### src/rtl/mru_snapshot_serializer_if.sv
// Valid/ready beat bus carrying one history entry per beat, with its
// position in the snapshot and an end-of-snapshot marker.
interface mru_snapshot_serializer_if #(
  parameter int DATA_W = 8
);
  logic [DATA_W-1:0] m_data;
  logic [1:0]        m_idx;
  logic              m_last;
  logic              m_valid;
  logic              m_ready;

  modport master (
    output m_data,
    output m_idx,
    output m_last,
    output m_valid,
    input  m_ready
  );

  modport slave (
    input  m_data,
    input  m_idx,
    input  m_last,
    input  m_valid,
    output m_ready
  );
endinterface

### src/rtl/mru_snapshot_serializer.sv
// Snapshot serializer for the 4-entry distinct-value history tracker.
//
// state | meaning
// ------+---------------------------------------------------------------
// IDLE  | nothing to send; waiting for a tracker change with entry 0 valid
// SEND  | streaming cur[idx]; one pending snapshot may be parked in pend
//
// A change seen while a snapshot is in flight is parked in a single pending
// slot. A newer change overwrites the parked one and bumps drop_cnt. A change
// landing on the final accepted beat goes straight into cur so the next
// snapshot follows with no gap; that change also supersedes anything parked.
module mru_snapshot_serializer #(
  parameter int DATA_W = 8
) (
  input  logic              clk_in,
  input  logic              reset_n_in,
  input  logic [DATA_W-1:0] in_0,
  input  logic [DATA_W-1:0] in_1,
  input  logic [DATA_W-1:0] in_2,
  input  logic [DATA_W-1:0] in_3,
  input  logic              in_valid_0,
  input  logic              in_valid_1,
  input  logic              in_valid_2,
  input  logic              in_valid_3,
  mru_snapshot_serializer_if.master m,
  output logic              busy,
  output logic [7:0]        drop_cnt
);

  typedef enum logic {IDLE, SEND} state_t;

  state_t                  state, state_nxt;
  logic [3:0][DATA_W-1:0]  snap, prev;
  logic [3:0]              snap_v, prev_v;
  logic [3:0][DATA_W-1:0]  cur, cur_nxt;
  logic [3:0]              cur_v, cur_v_nxt;
  logic [3:0][DATA_W-1:0]  pend, pend_nxt;
  logic [3:0]              pend_v, pend_v_nxt;
  logic                    pend_flag, pend_flag_nxt;
  logic [1:0]              idx, idx_nxt, idx_inc;
  logic [7:0]              drop_nxt;
  logic                    drop_inc;
  logic                    change;
  logic                    last;
  logic                    accept;

  assign snap   = {in_3, in_2, in_1, in_0};
  assign snap_v = {in_valid_3, in_valid_2, in_valid_1, in_valid_0};

  // Previous-cycle copy of the tracker; reset to the tracker's own reset state
  always_ff @(posedge clk_in or negedge reset_n_in) begin
    if (!reset_n_in) begin
      prev   <= '0;
      prev_v <= '0;
    end else begin
      prev   <= snap;
      prev_v <= snap_v;
    end
  end

  // Snapshots without a valid newest entry carry nothing worth sending
  assign change = ((snap != prev) || (snap_v != prev_v)) && snap_v[0];

  // A zero flag ends the snapshot even if later flags are set
  assign idx_inc = idx + 2'd1;
  assign last    = (idx == 2'd3) || !cur_v[idx_inc];
  assign accept  = (state == SEND) && m.m_ready;

  assign m.m_valid = (state == SEND);
  assign m.m_data  = (state == SEND) ? cur[idx] : '0;
  assign m.m_idx   = (state == SEND) ? idx : 2'd0;
  assign m.m_last  = (state == SEND) && last;
  assign busy      = (state == SEND) || pend_flag;

  // Next-state and datapath decisions; all defaults hold current values
  always_comb begin
    state_nxt     = state;
    cur_nxt       = cur;
    cur_v_nxt     = cur_v;
    pend_nxt      = pend;
    pend_v_nxt    = pend_v;
    pend_flag_nxt = pend_flag;
    idx_nxt       = idx;
    drop_inc      = 1'b0;

    case (state)
      IDLE: begin
        if (change) begin
          cur_nxt   = snap;
          cur_v_nxt = snap_v;
          idx_nxt   = 2'd0;
          state_nxt = SEND;
        end
      end

      SEND: begin
        if (accept && last) begin
          if (change) begin
            // Fresh tracker state wins over anything parked
            cur_nxt       = snap;
            cur_v_nxt     = snap_v;
            idx_nxt       = 2'd0;
            drop_inc      = pend_flag;
            pend_flag_nxt = 1'b0;
          end else if (pend_flag) begin
            cur_nxt       = pend;
            cur_v_nxt     = pend_v;
            idx_nxt       = 2'd0;
            pend_flag_nxt = 1'b0;
          end else begin
            state_nxt = IDLE;
          end
        end else begin
          if (accept) begin
            idx_nxt = idx_inc;
          end
          if (change) begin
            pend_nxt      = snap;
            pend_v_nxt    = snap_v;
            pend_flag_nxt = 1'b1;
            drop_inc      = pend_flag;
          end
        end
      end

      default: begin
        state_nxt = IDLE;
      end
    endcase
  end

  assign drop_nxt = (drop_inc && (drop_cnt != 8'hFF)) ? drop_cnt + 8'd1 : drop_cnt;

  // Control and snapshot registers; reset aborts any transfer at once
  always_ff @(posedge clk_in or negedge reset_n_in) begin
    if (!reset_n_in) begin
      state     <= IDLE;
      cur       <= '0;
      cur_v     <= '0;
      pend      <= '0;
      pend_v    <= '0;
      pend_flag <= 1'b0;
      idx       <= 2'd0;
      drop_cnt  <= 8'd0;
    end else begin
      state     <= state_nxt;
      cur       <= cur_nxt;
      cur_v     <= cur_v_nxt;
      pend      <= pend_nxt;
      pend_v    <= pend_v_nxt;
      pend_flag <= pend_flag_nxt;
      idx       <= idx_nxt;
      drop_cnt  <= drop_nxt;
    end
  end

endmodule

### src/flat_wrapper.sv
// flat-port wrapper written by rule: the top's interface ports become plain ports
module mru_snapshot_serializer_flat 
#(
  parameter int DATA_W = 8
)
  (clk_in, reset_n_in, in_0, in_1, in_2, in_3, in_valid_0, in_valid_1, in_valid_2, in_valid_3, busy, drop_cnt, m_m_data, m_m_idx, m_m_last, m_m_valid, m_m_ready);
  mru_snapshot_serializer_if #(.DATA_W(DATA_W)) m_i ();
  input  logic clk_in;
  input  logic reset_n_in;
  input  logic [DATA_W-1:0] in_0;
  input  logic [DATA_W-1:0] in_1;
  input  logic [DATA_W-1:0] in_2;
  input  logic [DATA_W-1:0] in_3;
  input  logic in_valid_0;
  input  logic in_valid_1;
  input  logic in_valid_2;
  input  logic in_valid_3;
  output logic busy;
  output logic [7:0] drop_cnt;
  output wire logic [$bits(m_i.m_data)-1:0] m_m_data;
  output wire logic [$bits(m_i.m_idx)-1:0] m_m_idx;
  output wire logic [$bits(m_i.m_last)-1:0] m_m_last;
  output wire logic [$bits(m_i.m_valid)-1:0] m_m_valid;
  input wire logic [$bits(m_i.m_ready)-1:0] m_m_ready;
  assign m_m_data = m_i.m_data;
  assign m_m_idx = m_i.m_idx;
  assign m_m_last = m_i.m_last;
  assign m_m_valid = m_i.m_valid;
  assign m_i.m_ready = m_m_ready;
  mru_snapshot_serializer #(.DATA_W(DATA_W)) u_core (.clk_in(clk_in), .reset_n_in(reset_n_in), .in_0(in_0), .in_1(in_1), .in_2(in_2), .in_3(in_3), .in_valid_0(in_valid_0), .in_valid_1(in_valid_1), .in_valid_2(in_valid_2), .in_valid_3(in_valid_3), .m(m_i), .busy(busy), .drop_cnt(drop_cnt));
endmodule
### config.mk
export PLATFORM = sky130hd
export DESIGN_NAME = mru_snapshot_serializer_flat
export DESIGN_NICKNAME = d
export VERILOG_FILES = /design/src/rtl/mru_snapshot_serializer_if.sv /design/src/rtl/mru_snapshot_serializer.sv /design/src/flat_wrapper.sv
export SDC_FILE = /design/constraint.sdc
export NUM_CORES = 1
export LEC_CHECK = 0
export CAP_MARGIN = 20
export CORE_ASPECT_RATIO = 1.4
export CORE_MARGIN = 8
export CORE_UTILIZATION = 30
export CTS_CLUSTER_DIAMETER = 30
export DETAILED_ROUTE_END_ITERATION = 6
export SLEW_MARGIN = 30
export SYNTH_ARGS = -nofsm -noshare
export SYNTH_HDL_FRONTEND = slang
export SYNTH_SLANG_ARGS = --single-unit
### constraint.sdc
create_clock -name clk_in -period 3.3 [get_ports clk_in]
set_input_delay 0.66 -clock clk_in [delete_from_list [all_inputs] [get_ports clk_in]]
set_output_delay 0.66 -clock clk_in [all_outputs]
set_load 0.02 [all_outputs]
==> flow_metrics.tcl, run 1 <==
set metrics [dict create \
    core_area_mm2 0.0173 \
    setup_slack_ns 0.162 \
    netlist_area_mm2 0.00526 \
    path_clk_slew_ns 0.06 \
    die_area_mm2 0.0221 \
    wire_per_inst_um 17.9 \
    dp_hpwl_mm 8.68 \
    grt_pass1_vias 3718 \
    io_pins 60 \
    synthToLayoutAreaGrowth_pct 31.5 \
    n_fill_cell 1639 \
    synth-compound-area-share 0.0857 \
    syn-instance-count 369 \
    yosys-top-cells-area "dfrtp_1 57%, mux2_4 8.3%, a221o_1 6.7%" \
    fin_crit_sh 0.951 \
    cts_root_buf "clkbuf_16" \
    regArea_mm2 0.00300 \
    critPathArrivalTime_ns 3.48 \
    h-tree-depth 4 \
    cts_setup_buffers 0 \
    clock-sinks 120 \
    port_buffers 59 \
    worst_setup_path_start_kind "input pin" \
    min_path_type "in2async" \
    fp.dieW_um 128 \
    final_area_mm2 0.00691 \
    ys_warn_count 0 \
    syn_nets 410 \
    relSlewSlack 0.496 \
    grt_pass1_wl_mm 20.9 \
    diodes 0 \
    outcome "finished clean" \
    muxShareOfSynthArea 0.138 \
    worst_r2r_path_depth 9 \
    vias 3378 \
    synth_top_family_by_area "multiplexers" \
    busiest_layer "met2" \
    die_h_um 173 \
    peakVddDrop_uv 405 \
    fin_skew_ns 0.0142 \
    rsz0062_at_grt "false" \
    antenna_found_initial 0 \
    cpMaxStageDelayCell "nor4_1" \
    met1_usage 0.142 \
    clock_latency_ns 0.41 \
    cp.required_ns 3.64 \
    synthXorXnorAreaFrac 0.0716 \
    cts_tree "done" \
    met2_usage 0.200 \
    cp-end-kind "flop" \
    cts_buffer_depth 2 \
    hold_buffers 0 \
    synth.avg_cell_area_um2 14.2 \
    post-synth-top-area-cell "dfrtp_1" \
    finalSetupViolCount 0 \
    layout_min_cycle_time_ns 3.14 \
    gp_congestion 0.743 \
    synth_top_cell_area_share 0.571 \
    placed_cell_area_mm2 0.00630 \
    critical_path_class "in2reg" \
    yosysSeqAreaShare 0.571 \
    cts_resized 0 \
    path_common_cell "buf_4" \
    leakagePower_uw 0.00314 \
    grt_max_degree 64 \
    ant_nets 0 \
    path_buf_inv 4 \
    synth.distinct_cells 34 \
    crit_family "buffers and inverters" \
    powerDensity_mw_per_mm2 984 \
    vias_per_cell 4.75 \
    rrSetupSlack_ns 0.48 \
    drive_gt1_frac 0.251 \
    path_depth 10 \
    fmax_mhz 319 \
    worstPathCellList "clkdlybuf4s50_1 > xor2_1 > nor4_1 > nand4_1 > buf_4 > o41ai_4 > buf_4 > a21o_1 > buf_12 > a221o_1" \
    drt_iter0_drc 166 \
    initial_utilization 0.305 \
    track_usage 0.122 \
    synth-simple-area-share 0.0931 \
    hold_violations 0 \
    drt-total-wl_mm 12.8 \
    cts_made_buffers 17 \
    overflow 0 \
    critPathMaxStageDelay_ns 0.56 \
    grt_use_met3 0.0305 \
    drc 0 \
    rows 57 \
    fin_nets 503 \
    path_max_fanout 22 \
    synth_fa_ha_area_frac 0.00476 \
    tightest_slew_ns 0.757 \
    multi_input_area_mm2 0.00207 \
    synth_seq_cells 120 \
    preCtsSetupSlack_ns -0.258 \
    drv_cap 0 \
    drtPass1Iterations 4 \
    slew_viol_final 0 \
]
-- metrics by stage --
step / hold WS, ns / utilization / TNS [ns] / cells / total power [uW]
2_1_floorplan: 0.364 / - / 0 / 369 / 4040
3_3_place_gp: 0.457 / 0.365 / -14.06 / 679 / 4850
3_5_place_dp: 0.463 / 0.365 / -15.17 / 679 / 4940
4_1_cts: 0.345 / 0.401 / 0 / 711 / 6870
5_1_grt: 0.363 / 0.401 / 0 / 711 / 7170
6_report: 0.314 / 0.401 / 0 / 711 / 6800
-- report_power, final --
group | internal, uW | switching (uW) | leakage (uW) | total (uW)
Sequential | 2000 | 361 | 0.00142 | 2370
Combinational | 1400 | 1140 | 0.00142 | 2540
Clock | 1250 | 640 | 0.000295 | 1890
Total | 4660 | 2140 | 0.00314 | 6800
-- layout make-up --
class	instances	area share
Tap cell	236	0.0427
Multi-Input combinational cell	220	0.300
Inverter	6	0.00326
Sequential cell	120	0.434
Timing Repair Buffer	97	0.132
Clock buffer	18	0.0621
Clock inverter	14	0.0262
-- cells in the mapped netlist (all sizes together) --
master and number:
ha 2, o41ai 1, nand2b 3, dfrtp 120, nor3 4, mux4 9
and3 35, o21ai 2, nand3 7, a221oi 1, a221o 35, nor2 4
mux2 36, a32o 2, xor2 35, o21bai 1, xnor2 8, clkbuf 7
nor4 10, a21o 1, and2 11, a21boi 1, nand2 6, a22oi 1
buf 16, mux2i 1, inv 6, nand4 4
-- layout by cell type, fill, tap and decap left out --
cell type | netlist | routed
buf_4 | 3 | 36
clkdlybuf4s50_1 | 0 | 58
nand2_1 | 6 | 6
xor2_1 | 35 | 35
mux2_2 | 7 | 7
mux4_2 | 9 | 9
and2_1 | 11 | 11
mux2i_1 | 1 | 1
dfrtp_1 | 120 | 120
clkinv_2 | 0 | 6
o21bai_1 | 1 | 1
clkinvlp_4 | 0 | 3
nor2_1 | 3 | 3
clkbuf_16 | 0 | 17
nand2b_1 | 3 | 2
xnor2_1 | 8 | 8
o21ai_0 | 2 | 2
nor2_2 | 1 | 1
inv_1 | 6 | 6
ha_1 | 2 | 2
o41ai_4 | 1 | 1
a32o_1 | 2 | 2
a221o_1 | 35 | 35
clkinv_4 | 0 | 1
nand4_1 | 4 | 4
bufinv_16 | 0 | 4
nor4_1 | 10 | 10
a22oi_1 | 1 | 1
nor3_1 | 4 | 4
buf_12 | 3 | 3
and3_1 | 35 | 35
nand2b_2 | 0 | 1
mux2_4 | 29 | 29
clkbuf_1 | 7 | 1
a221oi_1 | 1 | 1
a21o_1 | 1 | 1
a21boi_2 | 1 | 1
nand3_1 | 7 | 7
-- logic make-up after synthesis --
logic type,count (synthesis)
xor+xnor,43
compound gates,45
flops,120
simple gates,84
fa+ha+maj,2
mux,46
buf+inv,29
-- registers in the layout (all words and copies together) (netlist names), 2 cells and up --
signal,flops
u_core.cur,32
u_core.cur_v,4
u_core.drop_cnt,8
u_core.idx,2
u_core.pend,32
u_core.pend_v,4
u_core.prev,32
u_core.prev_v,4
-- path summary, 6_finish.rpt --
check                                 startpoint          endpoint
worst min register to register  u_core.pend_v[0]  u_core.pend_v[0]
worst max register to register   u_core.prev[28]     u_core.cur[4]
max in group asynchronous             reset_n_in    u_core.prev[8]
min in group clk_in             u_core.pend_v[0]  u_core.pend_v[0]
worst min-delay path                  reset_n_in   u_core.prev[30]
worst max-delay path                     in_1[6]     u_core.cur[4]
-- per-layer routing --
layer	wire length, um	share of wire
met4	386	0.030
met3	358	0.028
met2	6480	0.51
met1	5540	0.43
met5	0	0
Note: power is estimated with default switching activity, not from simulation.
==> run 2, diff against run 1 <==
--- a/config.mk
+++ b/config.mk
@@ -9,6 +9,7 @@
 export CORE_ASPECT_RATIO = 1.4
 export CORE_MARGIN = 8
 export CORE_UTILIZATION = 30
+export CTS_BUF_LIST = sky130_fd_sc_hd__clkbuf_2 sky130_fd_sc_hd__clkbuf_4 sky130_fd_sc_hd__clkbuf_8
 export CTS_CLUSTER_DIAMETER = 30
 export DETAILED_ROUTE_END_ITERATION = 6
 export SLEW_MARGIN = 30
==> constraint.sdc (replaced) <==
create_clock -name clk_in -period 3.1 [get_ports clk_in]
set_input_delay 0.62 -clock clk_in [delete_from_list [all_inputs] [get_ports clk_in]]
set_output_delay 0.62 -clock clk_in [all_outputs]
set_load 0.02 [all_outputs]
==> run 2 against run 1 <==
  * Worst setup slack got worse by 0.029 ns
  * First-iteration DRC count rose by 16%
  * Critical endpoint is now m_m_data[6]
  * Critical path type is now reg2out
  * Register-to-register slack got worse by 0.03 ns
  * Non-clock buffer count rose by 6
==> flow_metrics.tcl, run 2 (synthesized netlist as in run 1, its figures left out) <==
set metrics [dict create \
    outcome "finished clean" \
    cts_setup_buffers 0 \
    synthToLayoutAreaGrowth_pct 30.6 \
    cpMaxStageDelayCell "clkdlybuf4s50_1" \
    rrSetupSlack_ns 0.45 \
    io_pins 60 \
    path_max_fanout 10 \
    layout_common_cells "120 x dfrtp_1, 57 x clkdlybuf4s50_1, 40 x buf_4" \
    core_area_mm2 0.0173 \
    drive_gt1_frac 0.266 \
    vias 3393 \
    n_fill_cell 1642 \
    stdcell_count 717 \
    critPathArrivalTime_ns 2.35 \
    timing.rr.end "u_core.cur[1]" \
    grt_pass1_wl_mm 20.9 \
    slew_viol_final 0 \
    fin_skew_ns 0.0123 \
    initial_utilization 0.305 \
    drv_cap 0 \
    cts_buffer_depth 2 \
    worst_setup_path_start_kind "flop" \
    h-tree-depth 4 \
    min_path_type "in2async" \
    powerDensity_mw_per_mm2 1010 \
    cts_root_buf "clkbuf_8" \
    rsz0062_at_grt "false" \
    utilization 0.398 \
    cp.required_ns 2.48 \
    rows 57 \
    drc 0 \
    fmax_mhz 337 \
    cts_made_buffers 17 \
    fin_nets 509 \
    die_h_um 173 \
    vias_per_cell 4.73 \
    grt_max_degree 52 \
    gp_congestion 0.764 \
    layout_min_cycle_time_ns 2.97 \
    finalSetupViolCount 0 \
    timing.hold.ws_ns 0.238 \
    track_usage 0.121 \
    antenna_found_initial 0 \
    dp_hpwl_mm 8.68 \
    grt_pass1_vias 3769 \
    relSlewSlack 0.414 \
    hold_violations 0 \
    final_common_cell "dfrtp_1" \
    hold_buffers 0 \
    cp-end-kind "output pin" \
    wire_per_inst_um 17.6 \
    fp.dieW_um 128 \
    clock_latency_ns 0.42 \
    worstReg2RegStart "u_core.prev[1]" \
    overflow 0 \
    peakVddDrop_uv 284 \
    critical_path_class "reg2out" \
    ant_nets 0 \
    regArea_mm2 0.00300 \
    port_buffers 59 \
    largestRegisters "u_core.cur (32), u_core.pend (32), u_core.prev (32)" \
    drt_iter0_drc 193 \
    cts_tree "done" \
    path_clk_slew_ns 0.07 \
    tightest_slew_ns 0.877 \
    diodes 0 \
    clock-sinks 120 \
    worst_r2r_path_depth 8 \
    multi_input_area_mm2 0.00209 \
    drt-total-wl_mm 12.6 \
    dpl.cell_count 685 \
    drtPass1Iterations 4 \
    fin_crit_sh 0.957 \
    critPathMaxStageDelay_ns 0.54 \
    p_total_uw 6910 \
    worstPathCellList "buf_6 > mux4_2 > and2_1 > clkdlybuf4s50_1" \
    die_area_mm2 0.0221 \
    leakagePower_uw 0.00313 \
]
-- run 2: how the worst max path moves through the flow --
stage | start | to | slack, ns | cells past startpoint
CTS | u_core.idx[0] | m_m_data[6] | 0.02 | 4
global route | u_core.idx[0] | m_m_data[2] | 0.02 | 4
floorplan | in_2[1] | u_core.pend[10] | 0.61 | 8
finish | u_core.idx[0] | m_m_data[6] | 0.13 | 4
global placement | in_3[7] | u_core.cur[2] | -0.44 | 9
detailed placement | in_3[7] | u_core.cur[11] | -0.46 | 9
-- run 2: per-stage QoR --
step	setup TNS, ns	cell area [um^2]	setup WS, ns
4_1_cts	0	6850	0.0192
2_1_floorplan	0	5260	0.612
3_3_place_gp	-28.88	6350	-0.439
5_1_grt	0	6870	0.0155
3_5_place_dp	-28.07	6350	-0.461
6_report	0	6870	0.133
-- run 2: worst max-delay path, delay by kind of cell (launching register included) --
family / cells / cell delay [ns]
flip-flops: 1 / 0.45
multiplexers: 1 / 0.50
AND/OR/NAND/NOR: 1 / 0.19
buffers and inverters: 2 / 0.77
-- run 2: report_power, final --
group / internal, uW / switching, uW / leakage, uW
Sequential: 2130 / 371 / 0.00142
Combinational: 1470 / 1210 / 0.00146
Clock: 1140 / 591 / 0.000255
-- run 2: per-layer routing --
metal / GRT usage / wire length (um) / share of wire / vias up
li1: - / - / - / 1564
met3: 0.0249 / 412 / 0.033 / 23
met4: 0.0587 / 375 / 0.030 / 0
met1: 0.147 / 5450 / 0.43 / 1726
met2: 0.201 / 6380 / 0.51 / 80
met5: 0 / 0 / 0 / -
-- run 2: cell type report --
type                    count  share of cell area
repair buffers            103               0.140
inverters                   6             0.00328
clock inverters             8              0.0277
well taps                 236              0.0430
multi-input cells         220               0.304
flip-flops and latches    120               0.437
clock buffers              24              0.0445
-- run 2: timing repair --
action / in CTS / in global routing
setup endpoints to repair: 6 / 42
hold endpoints to repair: 0 / 0
pin swaps: 0 / 0
resized for setup: 2 / 3
